[config.mk]
export PLATFORM = sky130hd
export DESIGN_NAME = mult_div_flat
export DESIGN_NICKNAME = d
export VERILOG_FILES = /design/src/rtl/mips_pkg.sv /design/src/rtl/mult_div_if.sv /design/src/rtl/muldiv_step.sv /design/src/rtl/mult_div.sv /design/src/flat_wrapper.sv
export SDC_FILE = /design/constraint.sdc
export NUM_CORES = 1
export LEC_CHECK = 0
export ABC_AREA = 1
export BUFFER_PORTS_ARGS = -buffer_cell sky130_fd_sc_hd__buf_2
export CORE_AREA = 2 2 149 166
export DETAILED_ROUTE_END_ITERATION = 12
export DIE_AREA = 0 0 151 168
export PLACE_DENSITY = 0.81
export SLEW_MARGIN = 20
export SYNTH_ARGS = -nofsm -noshare
export SYNTH_HDL_FRONTEND = slang
export SYNTH_SLANG_ARGS = --single-unit
[constraint.sdc]
create_clock -name Clk -period 3 [get_ports Clk]
set_clock_uncertainty 0.1 [all_clocks]
set_input_delay 0 -clock Clk [delete_from_list [all_inputs] [get_ports Clk]]
set_output_delay 0 -clock Clk [all_outputs]
set_load 0.02 [all_outputs]
[src/rtl/mips_pkg.sv]
// Purpose: shared definitions for the MIPS HI/LO multiply-divide unit.
// Latency: n/a (types and constants only).
// Backpressure: n/a.
package mips_pkg;

    // One product or quotient bit is produced per iteration.
    localparam int ITERATIONS = 32;

    typedef enum logic [1:0] {
        OP_MULT  = 2'b00,
        OP_MULTU = 2'b01,
        OP_DIV   = 2'b10,
        OP_DIVU  = 2'b11
    } op_e;

    typedef enum logic [2:0] {
        IDLE = 3'd0,
        MUL  = 3'd1,
        DIV  = 3'd2,
        FIX  = 3'd3,
        DONE = 3'd4
    } state_e;

    function automatic logic op_is_signed(input op_e op);
        return (op == OP_MULT) || (op == OP_DIV);
    endfunction

endpackage

[src/rtl/mult_div_if.sv]
// Purpose: request/result bundle between the datapath and the HI/LO unit.
// Latency: n/a (wires only).
// Backpressure: none on the bundle; the requester watches busy/done.
//   master: drives start, op, Aout, Bout, hi_write, lo_write, wdata.
//   slave : drives busy, done, Hi, Lo, err.
interface mult_div_if #(
    parameter int WIDTH = 32
);
    logic             start;
    logic [1:0]       op;
    logic [WIDTH-1:0] Aout;
    logic [WIDTH-1:0] Bout;
    logic             hi_write;
    logic             lo_write;
    logic [WIDTH-1:0] wdata;
    logic             busy;
    logic             done;
    logic [WIDTH-1:0] Hi;
    logic [WIDTH-1:0] Lo;
    logic             err;

    modport master (
        output start, op, Aout, Bout, hi_write, lo_write, wdata,
        input  busy, done, Hi, Lo, err
    );

    modport slave (
        input  start, op, Aout, Bout, hi_write, lo_write, wdata,
        output busy, done, Hi, Lo, err
    );
endinterface

[src/rtl/muldiv_step.sv]
// Purpose: one shift-add (multiply) or restoring-subtract (divide) iteration.
// Latency: combinational.
// Backpressure: none; evaluated every cycle, the caller decides when to load it.
//   acc     : {upper, lower} working register (product, or remainder:quotient)
//   opnd    : multiplicand magnitude, or divisor magnitude
//   is_div  : present only with MULT_DIV_DIVIDE_EN; selects the divide step
//   acc_nxt : register value after this iteration
module muldiv_step #(
    parameter int WIDTH = 32
) (
`ifdef MULT_DIV_DIVIDE_EN
    input  logic               is_div,
`endif
    input  logic [2*WIDTH-1:0] acc,
    input  logic [WIDTH-1:0]   opnd,
    output logic [2*WIDTH-1:0] acc_nxt
);

`ifdef MULT_DIV_DIVIDE_EN
    // One adder serves both ops. For divide it computes a + ~b + 1, so the
    // top bit is the carry-out, i.e. "trial subtraction did not borrow".
    logic [WIDTH:0]   add_a;
    logic [WIDTH:0]   add_b;
    logic             add_cin;
    logic [WIDTH+1:0] sum;
    logic [WIDTH-1:0] rem_nxt;
    logic             q_bit;

    always_comb begin
        add_a   = {1'b0, acc[2*WIDTH-1:WIDTH]};
        add_b   = {1'b0, opnd};
        add_cin = 1'b0;
        if (is_div) begin
            // Partial remainder shifted left with the next dividend bit.
            add_a   = acc[2*WIDTH-1:WIDTH-1];
            add_b   = ~{1'b0, opnd};
            add_cin = 1'b1;
        end
        sum = {1'b0, add_a} + {1'b0, add_b} + {{(WIDTH+1){1'b0}}, add_cin};
    end

    always_comb begin
        q_bit   = 1'b0;
        rem_nxt = '0;
        if (is_div) begin
            q_bit   = sum[WIDTH+1];
            // Restoring: keep the shifted remainder when the subtract borrowed.
            // Either value is below the divisor, so it fits in WIDTH bits.
            rem_nxt = q_bit ? sum[WIDTH-1:0] : acc[2*WIDTH-2:WIDTH-1];
            acc_nxt = {rem_nxt, acc[WIDTH-2:0], q_bit};
        end else if (acc[0]) begin
            acc_nxt = {sum[WIDTH:0], acc[WIDTH-1:1]};
        end else begin
            acc_nxt = {1'b0, acc[2*WIDTH-1:1]};
        end
    end
`else
    logic [WIDTH:0] sum;

    always_comb begin
        sum = {1'b0, acc[2*WIDTH-1:WIDTH]} + {1'b0, opnd};
        // Multiplier bits are consumed from the bottom; the carry re-enters
        // at the top as the whole register shifts right.
        if (acc[0]) begin
            acc_nxt = {sum, acc[WIDTH-1:1]};
        end else begin
            acc_nxt = {1'b0, acc[2*WIDTH-1:1]};
        end
    end
`endif

endmodule

[src/rtl/mult_div.sv]
// Purpose: iterative MIPS multiply/divide unit owning the HI/LO registers.
// Latency: 34 cycles start-to-done for an operation, 2 cycles for a rejected one.
// Backpressure: busy is high outside IDLE; start and MTHI/MTLO are ignored then.
//   Clk, reset (async active-low), bus (mult_div_if.slave):
//   start/op/Aout/Bout request, hi_write/lo_write/wdata MTHI/MTLO,
//   busy/done/err status, Hi/Lo architectural registers.
//   Define MULT_DIV_DIVIDE_EN to build the divider; without it DIV/DIVU end
//   with err=1 and leave Hi/Lo untouched.
module mult_div
    import mips_pkg::*;
#(
    parameter int WIDTH = 32
) (
    input logic       Clk,
    input logic       reset,
    mult_div_if.slave bus
);

    localparam int CNT_W = $clog2(ITERATIONS);

    state_e             state_q,   state_d;
    logic [CNT_W-1:0]   cnt_q,     cnt_d;
    logic [2*WIDTH-1:0] acc_q,     acc_d;
    logic [WIDTH-1:0]   opnd_q,    opnd_d;
    logic               is_div_q,  is_div_d;
    logic               neg_res_q, neg_res_d;
    logic [WIDTH-1:0]   hi_q,      hi_d;
    logic [WIDTH-1:0]   lo_q,      lo_d;
    logic               err_q,     err_d;
`ifdef MULT_DIV_DIVIDE_EN
    logic               neg_rem_q,  neg_rem_d;
    logic               div_zero_q, div_zero_d;
    logic [WIDTH-1:0]   quot_fix;
    logic [WIDTH-1:0]   rem_fix;
`endif

    op_e                op_in;
    logic               op_signed;
    logic [WIDTH-1:0]   a_mag;
    logic [WIDTH-1:0]   b_mag;
    logic [2*WIDTH-1:0] step_acc;
    logic [2*WIDTH-1:0] prod_fix;

    assign op_in     = op_e'(bus.op);
    assign op_signed = op_is_signed(op_in);
    // |0x80000000| is still 0x80000000 when read as unsigned, which is what
    // the unsigned iterations want.
    assign a_mag = (op_signed && bus.Aout[WIDTH-1]) ? -bus.Aout : bus.Aout;
    assign b_mag = (op_signed && bus.Bout[WIDTH-1]) ? -bus.Bout : bus.Bout;

    assign prod_fix = neg_res_q ? -acc_q : acc_q;
`ifdef MULT_DIV_DIVIDE_EN
    // Truncating division: quotient takes sign(A^B), remainder takes sign(A).
    assign quot_fix = neg_res_q ? -acc_q[WIDTH-1:0] : acc_q[WIDTH-1:0];
    assign rem_fix  = neg_rem_q ? -acc_q[2*WIDTH-1:WIDTH] : acc_q[2*WIDTH-1:WIDTH];
`endif

    muldiv_step #(
        .WIDTH (WIDTH)
    ) u_step (
`ifdef MULT_DIV_DIVIDE_EN
        .is_div  (is_div_q),
`endif
        .acc     (acc_q),
        .opnd    (opnd_q),
        .acc_nxt (step_acc)
    );

    always_comb begin
        state_d   = state_q;
        cnt_d     = cnt_q;
        acc_d     = acc_q;
        opnd_d    = opnd_q;
        is_div_d  = is_div_q;
        neg_res_d = neg_res_q;
        hi_d      = hi_q;
        lo_d      = lo_q;
        err_d     = err_q;
`ifdef MULT_DIV_DIVIDE_EN
        neg_rem_d  = neg_rem_q;
        div_zero_d = div_zero_q;
`endif

        unique case (state_q)
            IDLE: begin
                if (bus.start) begin
                    // A coinciding MTHI/MTLO is dropped: start wins.
                    cnt_d     = '0;
                    err_d     = 1'b0;
                    is_div_d  = bus.op[1];
                    neg_res_d = op_signed & (bus.Aout[WIDTH-1] ^ bus.Bout[WIDTH-1]);
                    if (bus.op[1]) begin
                        acc_d  = {{WIDTH{1'b0}}, a_mag};
                        opnd_d = b_mag;
`ifdef MULT_DIV_DIVIDE_EN
                        neg_rem_d  = op_signed & bus.Aout[WIDTH-1];
                        div_zero_d = (bus.Bout == '0);
                        state_d    = (bus.Bout == '0) ? FIX : DIV;
`else
                        state_d = FIX;
`endif
                    end else begin
                        acc_d   = {{WIDTH{1'b0}}, b_mag};
                        opnd_d  = a_mag;
                        state_d = MUL;
                    end
                end else begin
                    if (bus.hi_write) hi_d = bus.wdata;
                    if (bus.lo_write) lo_d = bus.wdata;
                end
            end

            MUL: begin
                acc_d = step_acc;
                cnt_d = cnt_q + CNT_W'(1);
                if (cnt_q == CNT_W'(ITERATIONS - 1)) state_d = FIX;
            end

`ifdef MULT_DIV_DIVIDE_EN
            DIV: begin
                acc_d = step_acc;
                cnt_d = cnt_q + CNT_W'(1);
                if (cnt_q == CNT_W'(ITERATIONS - 1)) state_d = FIX;
            end
`endif

            FIX: begin
                state_d = DONE;
`ifdef MULT_DIV_DIVIDE_EN
                if (div_zero_q) begin
                    err_d = 1'b1;
                end else if (is_div_q) begin
                    lo_d = quot_fix;
                    hi_d = rem_fix;
                end else begin
                    hi_d = prod_fix[2*WIDTH-1:WIDTH];
                    lo_d = prod_fix[WIDTH-1:0];
                end
`else
                if (is_div_q) begin
                    err_d = 1'b1;
                end else begin
                    hi_d = prod_fix[2*WIDTH-1:WIDTH];
                    lo_d = prod_fix[WIDTH-1:0];
                end
`endif
            end

            DONE: state_d = IDLE;

            default: state_d = IDLE;
        endcase
    end

    always_ff @(posedge Clk or negedge reset) begin
        if (!reset) begin
            state_q    <= IDLE;
            cnt_q      <= '0;
            acc_q      <= '0;
            opnd_q     <= '0;
            is_div_q   <= 1'b0;
            neg_res_q  <= 1'b0;
            hi_q       <= '0;
            lo_q       <= '0;
            err_q      <= 1'b0;
`ifdef MULT_DIV_DIVIDE_EN
            neg_rem_q  <= 1'b0;
            div_zero_q <= 1'b0;
`endif
        end else begin
            state_q    <= state_d;
            cnt_q      <= cnt_d;
            acc_q      <= acc_d;
            opnd_q     <= opnd_d;
            is_div_q   <= is_div_d;
            neg_res_q  <= neg_res_d;
            hi_q       <= hi_d;
            lo_q       <= lo_d;
            err_q      <= err_d;
`ifdef MULT_DIV_DIVIDE_EN
            neg_rem_q  <= neg_rem_d;
            div_zero_q <= div_zero_d;
`endif
        end
    end

    assign bus.busy = (state_q != IDLE);
    assign bus.done = (state_q == DONE);
    assign bus.Hi   = hi_q;
    assign bus.Lo   = lo_q;
    assign bus.err  = err_q;

endmodule

[src/flat_wrapper.sv]
// flat-port wrapper written by rule: the top's interface ports become plain ports
module mult_div_flat import mips_pkg::*;
#(
    parameter int WIDTH = 32
)
  (Clk, reset, bus_start, bus_op, bus_Aout, bus_Bout, bus_hi_write, bus_lo_write, bus_wdata, bus_busy, bus_done, bus_Hi, bus_Lo, bus_err);
  mult_div_if #(.WIDTH(WIDTH)) bus_i ();
  input logic Clk;
  input logic reset;
  input wire logic [$bits(bus_i.start)-1:0] bus_start;
  input wire logic [$bits(bus_i.op)-1:0] bus_op;
  input wire logic [$bits(bus_i.Aout)-1:0] bus_Aout;
  input wire logic [$bits(bus_i.Bout)-1:0] bus_Bout;
  input wire logic [$bits(bus_i.hi_write)-1:0] bus_hi_write;
  input wire logic [$bits(bus_i.lo_write)-1:0] bus_lo_write;
  input wire logic [$bits(bus_i.wdata)-1:0] bus_wdata;
  output wire logic [$bits(bus_i.busy)-1:0] bus_busy;
  output wire logic [$bits(bus_i.done)-1:0] bus_done;
  output wire logic [$bits(bus_i.Hi)-1:0] bus_Hi;
  output wire logic [$bits(bus_i.Lo)-1:0] bus_Lo;
  output wire logic [$bits(bus_i.err)-1:0] bus_err;
  assign bus_i.start = bus_start;
  assign bus_i.op = bus_op;
  assign bus_i.Aout = bus_Aout;
  assign bus_i.Bout = bus_Bout;
  assign bus_i.hi_write = bus_hi_write;
  assign bus_i.lo_write = bus_lo_write;
  assign bus_i.wdata = bus_wdata;
  assign bus_busy = bus_i.busy;
  assign bus_done = bus_i.done;
  assign bus_Hi = bus_i.Hi;
  assign bus_Lo = bus_i.Lo;
  assign bus_err = bus_i.err;
  mult_div #(.WIDTH(WIDTH)) u_core (.Clk(Clk), .reset(reset), .bus(bus_i));
endmodule
==> summary.md, run 1 <==
| Metric | Value |
|---|---|
| Violated checks | `hold timing` |
| Hold Slack | `-24.2 ps` |
| Die width | `151 um` |
| Via count | `16,800` |
| Placed instance area | `0.0151 mm^2` |
| Vias in the first global route | `15,500` |
| Count of final setup violators | `0` |
| GRT Util Overall | `43.4%` |
| F_max | `349 MHz` |
| Worst Setup End Kind | `register` |
| Number of remaining DRC errors | `0` |
| Cts bufs inserted | `17` |
| Die Ht | `168 um` |
| Hpwl dp | `40.6 mm` |
| WP data required | `3290 ps` |
| Max-slew headroom | `48.1%` |
| Outcome | `complete, but fails checks` |
| Antenna Violating Nets Remaining | `0` |
| Actual slew at the worst max-slew pin | `778 ps` |
| Arrival @ worst endpoint | `3150 ps` |
| Cell area after layout | `0.0169 mm^2` |
| Crit share post-route | `95.5%` |
| FP Rows | `60` |
| Max cap viols | `0` |
| DRT Wirelength | `55.1 mm` |
| # port buffers | `169` |
| Power per Cell Area | `1070 mW/mm^2` |
| Share of cells above drive strength 1 | `11.1%` |
| Htree depth | `4` |
| Clock buffer depth | `2` |
| Final Power | `0.0180 W` |
| Setup TNS | `0 ps` |
| Unrepaired setup endpoints after global routing | `no` |
| Worst IR Drop VDD | `556 uV` |
| Initial DRC Count | `1,873` |
| Placed insts | `2,656` |
| Largest net degree at the start of global routing | `86` |
| Initial Util | `58.7%` |
| TritonCTS clock tree | `built` |
| Clk slew on worst S/H paths | `80 ps` |
| Via-to-Cell Ratio | `5.96` |
| Post-Synthesis Mean Instance Area | `6.27 um^2` |
| CP Max Fanout | `6` |
| Drt wl/cell | `19.6 um` |
| Final max-slew violation count | `0` |
| Netlist cell types | `47` |
| Yosys reg bits | `171` |
| Final std cells w/o fill | `2,811` |
| Router iterations before antenna repair | `7` |
| Crit Path Category | `in -> reg` |
| Seq/Total Area, Yosys | `30.6%` |
| Clock sink count | `171` |
| First-pass GRT wire length | `84.6 mm` |
| Die ar. | `0.0254 mm^2` |
| HP Class | `in -> async` |
| Nets@finish | `2,628` |
| # IOs | `170` |
| Core Area | `0.0239 mm^2` |
| Number of enable flip-flop cells after synthesis | `0` |
| Synth Instances | `2,233` |
| Syn nets | `2,374` |
| Final GP Congestion | `1.01` |
| Worst-Skew Late Latency | `450 ps` |
| Clock root cell | `clkbuf_16` |
| LEAKAGE | `8.36 nW` |
| Ys async rst share | `100%` |
| Synth Flop Type | `dfrtp_1` |
| Area Overhead vs Synth | `20.6%` |
| CP Launch Type | `primary input` |
| Final global-route overflow total | `0` |
| Synth Cell Area | `0.0140 mm^2` |
| Initial antenna violation count | `0` |
| Tmin final | `2860 ps` |
| Final Hold Viols | `4` |
| YS warnings | `0` |
==> repair_timing <==
action                                 CTS  global route
setup buffers                            0             0
hold buffers                           122             0
endpoints found under the hold margin  237             0
gates resized for setup                  0             0
==> layer usage <==
| metal | vias up | GRT usage [%] | part of all wire, % |
|---|---|---|---|
| met4 | 0 | 23.6 | 6.4 |
| li1 | 7796 | - | - |
| met2 | 1152 | 64.9 | 43 |
| met5 | - | 0 | 0 |
| met1 | 7602 | 58.9 | 40 |
| met3 | 200 | 9.11 | 11 |
==> synthesized netlist by cell type (all sizes together), types with 35 or more instances <==
cell type,instances,area share (%)
a21oi,178,6.4
buf,49,1.9
dfrtp,171,31
ha,37,3.3
inv,276,7.4
nand2,638,17
nand3,243,8.9
nor2,293,8.3
o21ai,113,4.4
o22ai,39,1.7
xor2,35,2.2
==> state kept, by name, summed over array words and instances, names as in the netlist <==
name              flops
u_core.neg_res_q      1
u_core.acc_q         64
u_core.opnd_q        32
u_core.state_q        3
u_core.is_div_q       1
u_core.bus.err        1
u_core.bus.Hi        32
u_core.cnt_q          5
u_core.bus.Lo        32
==> cells in the final DEF (no fill, tap or decap), types with 12 or more instances in the layout <==
cell and instances:
nor3_1 20, nand2_1 631, a21oi_1 178, buf_4 20, o21ai_0 94, dfrtp_1 170
inv_1 264, clkbuf_16 17, buf_2 168, o211ai_1 16, ha_1 37, nand3_1 237
nand3b_1 12, o21ai_1 12, nor2_1 280, dlygate4sd3_1 122, xor2_1 35, o22ai_1 39
nand4_1 28
==> final timing paths <==
kind / start / to / slack, ps / depth (start not counted)
hold reg to reg: u_core.bus.err / u_core.bus.err / 380 / 2
setup reg to reg: u_core.state_q[1] / u_core.opnd_q[20] / 340 / 7
min in group Clk: bus_Aout[2] / u_core.opnd_q[2] / 20 / 4
max in group asynchronous: reset / u_core.opnd_q[4] / 1940 / 3
setup / recovery: bus_Aout[0] / u_core.opnd_q[14] / 140 / 12
hold / removal: reset / u_core.bus.Hi[25] / -20 / 2
==> cells by family after synthesis <==
group                      Yosys count  share of synthesized area [%]
AOI/OAI and AO/OA                  377                           15.0
xor gates and xnor gates            43                           2.69
adders and majority gates           38                           3.45
buffers and inverters              353                           10.1
DFF                                171                           30.6
and+or+nand+nor                   1251                           38.2
==> per-stage QoR <==
stage	setup WS (ps)	util [%]
after floorplan	835	-
after global placement	695	63.0
after detailed placement	620	63.0
after CTS	365	70.7
after global routing	33.4	70.7
final	136	70.7
==> worst max-delay path, stage by stage <==
cell and delay, ps:
dlygate4sd3_1 550, buf_2 130, inv_1 130, ha_1 190
nand3_1 170, nor3_4 330, nand3_1 190, nand2_1 270
xor2_1 380, nand2_1 120, o211ai_1 110, dlygate4sd3_1 570
==> report_power, final <==
group | switching [W] | total, W | internal, W
clock | 0.00109 | 0.00238 | 0.00129
sequential | 0.00126 | 0.00466 | 0.00341
combinational | 0.00739 | 0.0110 | 0.00358
total | 0.00974 | 0.0180 | 0.00828
==> area by class of cell <==
class	instances	area, um^2
inverter	276	1040
sequential	171	4280
timing repair buffer	312	2240
antenna	1	2.50
tap	310	388
clock inverter	13	171
multi-input combinational	1709	8320
fill	1996	6980
clock buffer	19	443
No activity file was read; power rests on OpenSTA's default activity.
==> inputs of run 2 (changes only) <==
--- a/config.mk
+++ b/config.mk
@@ -10,6 +10,7 @@
 export CORE_AREA = 2 2 149 166
 export DETAILED_ROUTE_END_ITERATION = 12
 export DIE_AREA = 0 0 151 168
+export GPL_TIMING_DRIVEN = 0
 export PLACE_DENSITY = 0.81
 export SLEW_MARGIN = 20
 export SYNTH_ARGS = -nofsm -noshare
==> constraint.sdc (replaced) <==
create_clock -name Clk -period 3.1 [get_ports Clk]
set_clock_uncertainty 0.1 [all_clocks]
set_input_delay 0 -clock Clk [delete_from_list [all_inputs] [get_ports Clk]]
set_output_delay 0 -clock Clk [all_outputs]
set_load 0.02 [all_outputs]
==> run 2 against run 1 <==
Net effect: the run now ends clean; utilization increased by 0.90 points; final area rose by 1.3%; first-iteration DRC count is 31% higher; worst hold slack better by 50 ps; register-to-register slack lost 230 ps; die area unchanged; non-clock buffer count is 56 higher; largest power group unchanged.
==> summary.md, run 2 (same netlist as run 1, synthesis figures left out) <==
| Metric | Value |
|---|---|
| Outcome | `finished clean` |
| Max FFs per register | `64` |
| Reg2reg setup slack | `110 ps` |
| Power per Cell Area | `1050 mW/mm^2` |
| Vias in the first global route | `16,300` |
| Fillcell total | `2,003` |
| Worst IR Drop VDD | `458 uV` |
| Nets@finish | `2,684` |
| LEAKAGE | `8.50 nW` |
| Number of remaining DRC errors | `0` |
| Count of final setup violators | `0` |
| Arrival @ worst endpoint | `3260 ps` |
| R2R Path End | `u_core.bus.Hi[24]` |
| Initial Util | `58.7%` |
| Final max-slew violation count | `0` |
| Crit path launch | `u_core.acc_q[0]` |
| Initial antenna violation count | `0` |
| CP cell instances | `buf_6 -> inv_6 -> clkbuf_1 -> ha_1 -> nand3_1 -> nor2_1 -> nand4_1 -> nand2_1 -> nand3_1 -> nand2_1 -> nand3_1 -> a21oi_1` |
| First-pass GRT wire length | `89.6 mm` |
| DRT Wirelength | `59.2 mm` |
| Router iterations before antenna repair | `8` |
| Final Hold Viols | `0` |
| Drt wl/cell | `20.6 um` |
| Die width | `151 um` |
| Final setup margin | `114 ps` |
| Area Overhead vs Synth | `22.1%` |
| Pre-CTS setup slack | `260 ps` |
| Hold Path Depth | `6` |
| Reg2Reg Launch Point | `u_core.acc_q[0]` |
| Max incr delay on CP | `480 ps` |
| Crit Path Category | `reg -> reg` |
| Most frequent CP cell | `nand3_1` |
| GRT Util Overall | `46.4%` |
| Crit path max-delay cell type | `clkbuf_1` |
| Psw | `0.00986 W` |
| Final Power | `0.0180 W` |
| Worst hold path startpoint | `bus_lo_write` |
| Worst Setup End Kind | `register` |
| Share of cells above drive strength 1 | `11.8%` |
| Via count | `17,500` |
| FP Rows | `60` |
| CP Launch Type | `register` |
| Post-CTS Setup Inserts | `0` |
| Largest net degree at the start of global routing | `92` |
| Clock root cell | `clkbuf_16` |
| Reg power frac | `24.9%` |
| Hpwl dp | `44.7 mm` |
| Max cap viols | `0` |
| Clock buffer depth | `2` |
| Most used cells in the layout excluding fill and tap cells | `nand2_1, nor2_1, inv_1, nand3_1, buf_2` |
| Die Ht | `168 um` |
| Biggest register | `u_core.acc_q` |
| WP data required | `3380 ps` |
| Combinational power share | `62.3%` |
| CP Max Fanout | `10` |
| Worst-Skew Late Latency | `450 ps` |
| Most common cell after layout, fill and taps aside | `nand2_1` |
| Crit share post-route | `96.3%` |
| Clock sink count | `171` |
| # port buffers | `169` |
| Final GP Congestion | `1.08` |
| Antenna Violating Nets Remaining | `0` |
| HP Class | `in -> reg` |
| Sw frac | `54.6%` |
| Initial DRC Count | `2,452` |
| Via-to-Cell Ratio | `6.10` |
| Die ar. | `0.0254 mm^2` |
| Actual slew at the worst max-slew pin | `900 ps` |
| Internal | `0.00818 W` |
| Clk pwr share | `12.8%` |
| Final global-route overflow total | `0` |
| Hold Path Sink | `u_core.bus.Lo[22]` |
| R2r worst-path depth | `12` |
| # IOs | `170` |
| # diodes | `0` |
| Unrepaired setup endpoints after global routing | `no` |
| TritonCTS clock tree | `built` |
| Htree depth | `4` |
| Max-slew headroom | `40.0%` |
| Tmin final | `2990 ps` |
| F_max | `335 MHz` |
| Cts bufs inserted | `17` |
| Clk slew on worst S/H paths | `70 ps` |
| Core Area | `0.0239 mm^2` |
-- run 2: worst max-delay path by stage --
stage               cells past startpoint                 to  slack [ps]
floorplan                              12  u_core.bus.Hi[20]         930
global placement                        1    u_core.acc_q[4]        -730
detailed placement                     12   u_core.bus.Hi[4]         260
CTS                                    12   u_core.bus.Hi[4]         230
global route                           12   u_core.bus.Hi[4]          40
finish                                 12  u_core.bus.Hi[24]         110
-- run 2: area by class of cell --
type | instances | area [um^2] | share of cell area, %
clock buffers | 17 | 425 | 2.49
inverters | 276 | 1040 | 6.09
clock inverters | 15 | 190 | 1.11
flip-flops and latches | 171 | 4280 | 25.0
multi-input cells | 1709 | 8310 | 48.6
plain buffers | 77 | 370 | 2.17
repair buffers | 291 | 2090 | 12.2
well taps | 310 | 388 | 2.27
-- run 2: power by group through the flow --
stage	registers [W]	logic, W	clock network, W
after floorplan	0.00448	0.00681	0
after global routing	0.00452	0.0123	0.00238
after detailed placement	0.00442	0.0103	0
after global placement	0.00440	0.0101	0
final	0.00449	0.0112	0.00231
after CTS	0.00438	0.0108	0.00228
-- run 2: per-stage QoR --
step | util [%] | cells | area, um^2 | setup TNS [ps] | hold slack [ps]
6_report | 71.6 | 2866 | 17100 | 0 | 26.3
5_1_grt | 71.6 | 2866 | 17100 | 0 | 40.3
4_1_cts | 71.6 | 2866 | 17100 | 0 | 8.95
3_5_place_dp | 64.0 | 2713 | 15300 | 0 | -32.5
3_3_place_gp | 63.8 | 2712 | 15200 | -119990 | 192
2_1_floorplan | - | 2233 | 14000 | 0 | -396
-- run 2: critical path: cells and delay by family (launching register included) --
| family | cells | cell delay [ps] |
|---|---|---|
| compound gates | 1 | 140 |
| buf+inv | 3 | 720 |
| flops | 1 | 390 |
| fa+ha+maj | 1 | 420 |
| simple gates | 7 | 1130 |
-- run 2: per-layer routing --
metal	global-route usage, %	part of all wire (%)	vias to the layer above
met2	68.4	42	1400
met1	60.1	37	7844
met5	0	0	-
met4	34.4	9.1	0
met3	9.38	12	340
li1	-	-	7897
-- run 2: what timing repair did --
item / in CTS / in global routing
resized for setup: 0 / 0
hold buffers: 121 / 0
endpoints found under the hold margin: 217 / 0
==> inputs of run 3 (changes only) <==
--- a/config.mk
+++ b/config.mk
@@ -7,11 +7,13 @@
 export LEC_CHECK = 0
 export ABC_AREA = 1
 export BUFFER_PORTS_ARGS = -buffer_cell sky130_fd_sc_hd__buf_2
-export CORE_AREA = 2 2 149 166
+export CELL_PAD_IN_SITES_DETAIL_PLACEMENT = 1
+export CELL_PAD_IN_SITES_GLOBAL_PLACEMENT = 2
+export CORE_AREA = 2 2 203 225
 export DETAILED_ROUTE_END_ITERATION = 12
-export DIE_AREA = 0 0 151 168
+export DIE_AREA = 0 0 205 227
 export GPL_TIMING_DRIVEN = 0
-export PLACE_DENSITY = 0.81
+export PLACE_DENSITY = 0.9
 export SLEW_MARGIN = 20
 export SYNTH_ARGS = -nofsm -noshare
 export SYNTH_HDL_FRONTEND = slang
==> run 3 against run 2 <==
Net effect: final cell count up 9.6%; register-to-register slack gained 370 ps; worst setup slack better by 340 ps; utilization is 32 points lower; sequential power up 2%; sequential share of layout area shrank 0.57 points; largest cell class unchanged; worst hold slack gained 40 ps; via count decreased by 5.3%.
==> summary.md, run 3 (same netlist as run 1, synthesis figures left out) <==
| Metric | Value |
|---|---|
| Outcome | `finished clean` |
| Worst Setup End Kind | `register` |
| Final GP Congestion | `0.937` |
| Hold Slack | `66.5 ps` |
| Initial DRC Count | `969` |
| DR WL met2 | `31.9 mm` |
| Final global-route overflow total | `0` |
| Area Overhead vs Synth | `25.0%` |
| Final std cells w/o fill | `3,142` |
| Drt wl/cell | `21.2 um` |
| Via-to-Cell Ratio | `5.27` |
| Clock buffer depth | `2` |
| Top sig layer | `met4` |
| Clock root cell | `clkbuf_16` |
| DRT Wirelength | `66.5 mm` |
| Die ar. | `0.0465 mm^2` |
| Unrepaired setup endpoints after global routing | `no` |
| Initial antenna violation count | `0` |
| HP Class | `in -> reg` |
| Final max-slew violation count | `0` |
| F_max | `378 MHz` |
| Worst IR Drop VDD | `463 uV` |
| FP Rows | `81` |
| Routed length on met3 | `2.89 mm` |
| Vias in the first global route | `17,000` |
| Htree depth | `4` |
| Final Hold Viols | `0` |
| Die Ht | `227 um` |
| Initial Util | `31.7%` |
| TritonCTS clock tree | `built` |
| Router iterations before antenna repair | `5` |
| Post-CTS Setup Inserts | `0` |
| Power per Cell Area | `1040 mW/mm^2` |
| Largest net degree at the start of global routing | `64` |
| Actual slew at the worst max-slew pin | `808 ps` |
| First-pass GRT wire length | `101 mm` |
| Cts bufs inserted | `17` |
| LEAKAGE | `8.53 nW` |
| Setup TNS | `0 ps` |
| Biggest register | `u_core.acc_q` |
| Max cap viols | `0` |
| Antenna Violating Nets Remaining | `0` |
| Quantity of gates resized following cts | `0` |
| Placed insts | `2,985` |
| Crit Path Category | `in -> reg` |
| Max FFs per register | `64` |
| Die width | `205 um` |
| Crit share post-route | `85.4%` |
| Arrival @ worst endpoint | `2890 ps` |
| CP Launch Type | `primary input` |
| Hpwl dp | `55.0 mm` |
| # diodes | `0` |
| Most common cell after layout, fill and taps aside | `nand2_1` |
| Tmin final | `2650 ps` |
| # port buffers | `169` |
| # IOs | `170` |
| Clock sink count | `171` |
| Share of cells above drive strength 1 | `11.8%` |
| Max-slew headroom | `46.1%` |
| Number of remaining DRC errors | `0` |
| M1 WL | `29.5 mm` |
| CP Max Fanout | `4` |
| WP data required | `3340 ps` |
| Clk slew on worst S/H paths | `70 ps` |
| Core Area | `0.0442 mm^2` |
| Worst-Skew Late Latency | `470 ps` |
| Count of final setup violators | `0` |
| Most used cells in the layout excluding fill and tap cells | `nand2_1, nor2_1, inv_1, nand3_1, buf_2` |
| Nets@finish | `2,689` |
| Via count | `16,600` |
| GRT Util Overall | `28.7%` |
==> run 3: cell count changes in the layout (fill, tap and decap cells not counted), moves of 2 or more <==
cell           previous run  this run
buf_16                    1         3
clkbuf_8                  0         2
dlygate4sd3_1           121       125
inv_8                     5         2
==> run 3: area by class of cell <==
cell class                 instances  area (um^2)
inverter                         276         1040
sequential                       171         4280
multi-input combinational       1709         8310
buffer                            76          367
clock buffer                      19          453
timing repair buffer             297         2190
tap                              581          727
fill                            5841        26700
clock inverter                    13          131
==> run 3: worst paths after layout <==
kind | start | endpoint | slack [ps] | depth (start not counted)
max in group asynchronous | reset | u_core.bus.Lo[26] | 1690 | 5
worst min register to register | u_core.bus.Lo[3] | u_core.bus.Lo[3] | 390 | 2
worst min-delay path | bus_Bout[6] | u_core.acc_q[6] | 70 | 5
min in group asynchronous | reset | u_core.opnd_q[30] | 530 | 4
worst max-delay path | bus_Bout[0] | u_core.acc_q[26] | 450 | 14
worst max register to register | u_core.opnd_q[0] | u_core.acc_q[59] | 480 | 15
==> run 3: timing repair <==
| action | CTS | global route |
|---|---|---|
| hold endpoints to repair | 236 | 0 |
| hold buffers | 126 | 0 |
| setup endpoints to repair | 0 | 1 |
==> run 3: routing by layer <==
| layer | up-vias | GRT usage, % |
|---|---|---|
| met2 | 517 | 49.8 |
| met5 | - | 0 |
| met3 | 91 | 2.49 |
| met1 | 8042 | 37.4 |
| met4 | 0 | 9.96 |
| li1 | 7912 | - |
==> run 3: power by group <==
group          switching [W]  total, W  internal [W]  leakage, nW
sequential           0.00129   0.00459       0.00330         2.06
clock                0.00103   0.00220       0.00117        0.289
combinational        0.00779    0.0115       0.00366         6.18
total                 0.0101    0.0182       0.00813         8.53
==> run 3: worst max-delay path: stages <==
cell           delay [ps]
dlygate4sd3_1         550
buf_2                 140
inv_1                  90
ha_1                  170
nand3_1               160
nor2_1                290
nand3_1               130
nand2_1               150
nand2_1               130
o21ai_0               170
nand2_1               150
a21oi_1               150
nand2_1                70
dlygate4sd3_1         550
==> run 3: stage by stage <==
stage	worst slack (ps)	total power, W	instance area [um^2]	utilization [%]
final	453	0.0182	17500	39.6
after global routing	238	0.0196	17500	39.6
after CTS	96.0	0.0181	17500	39.6
after detailed placement	116	0.0155	15600	35.4
after global placement	-1060	0.0151	15600	35.3
after floorplan	935	0.0113	14000	-
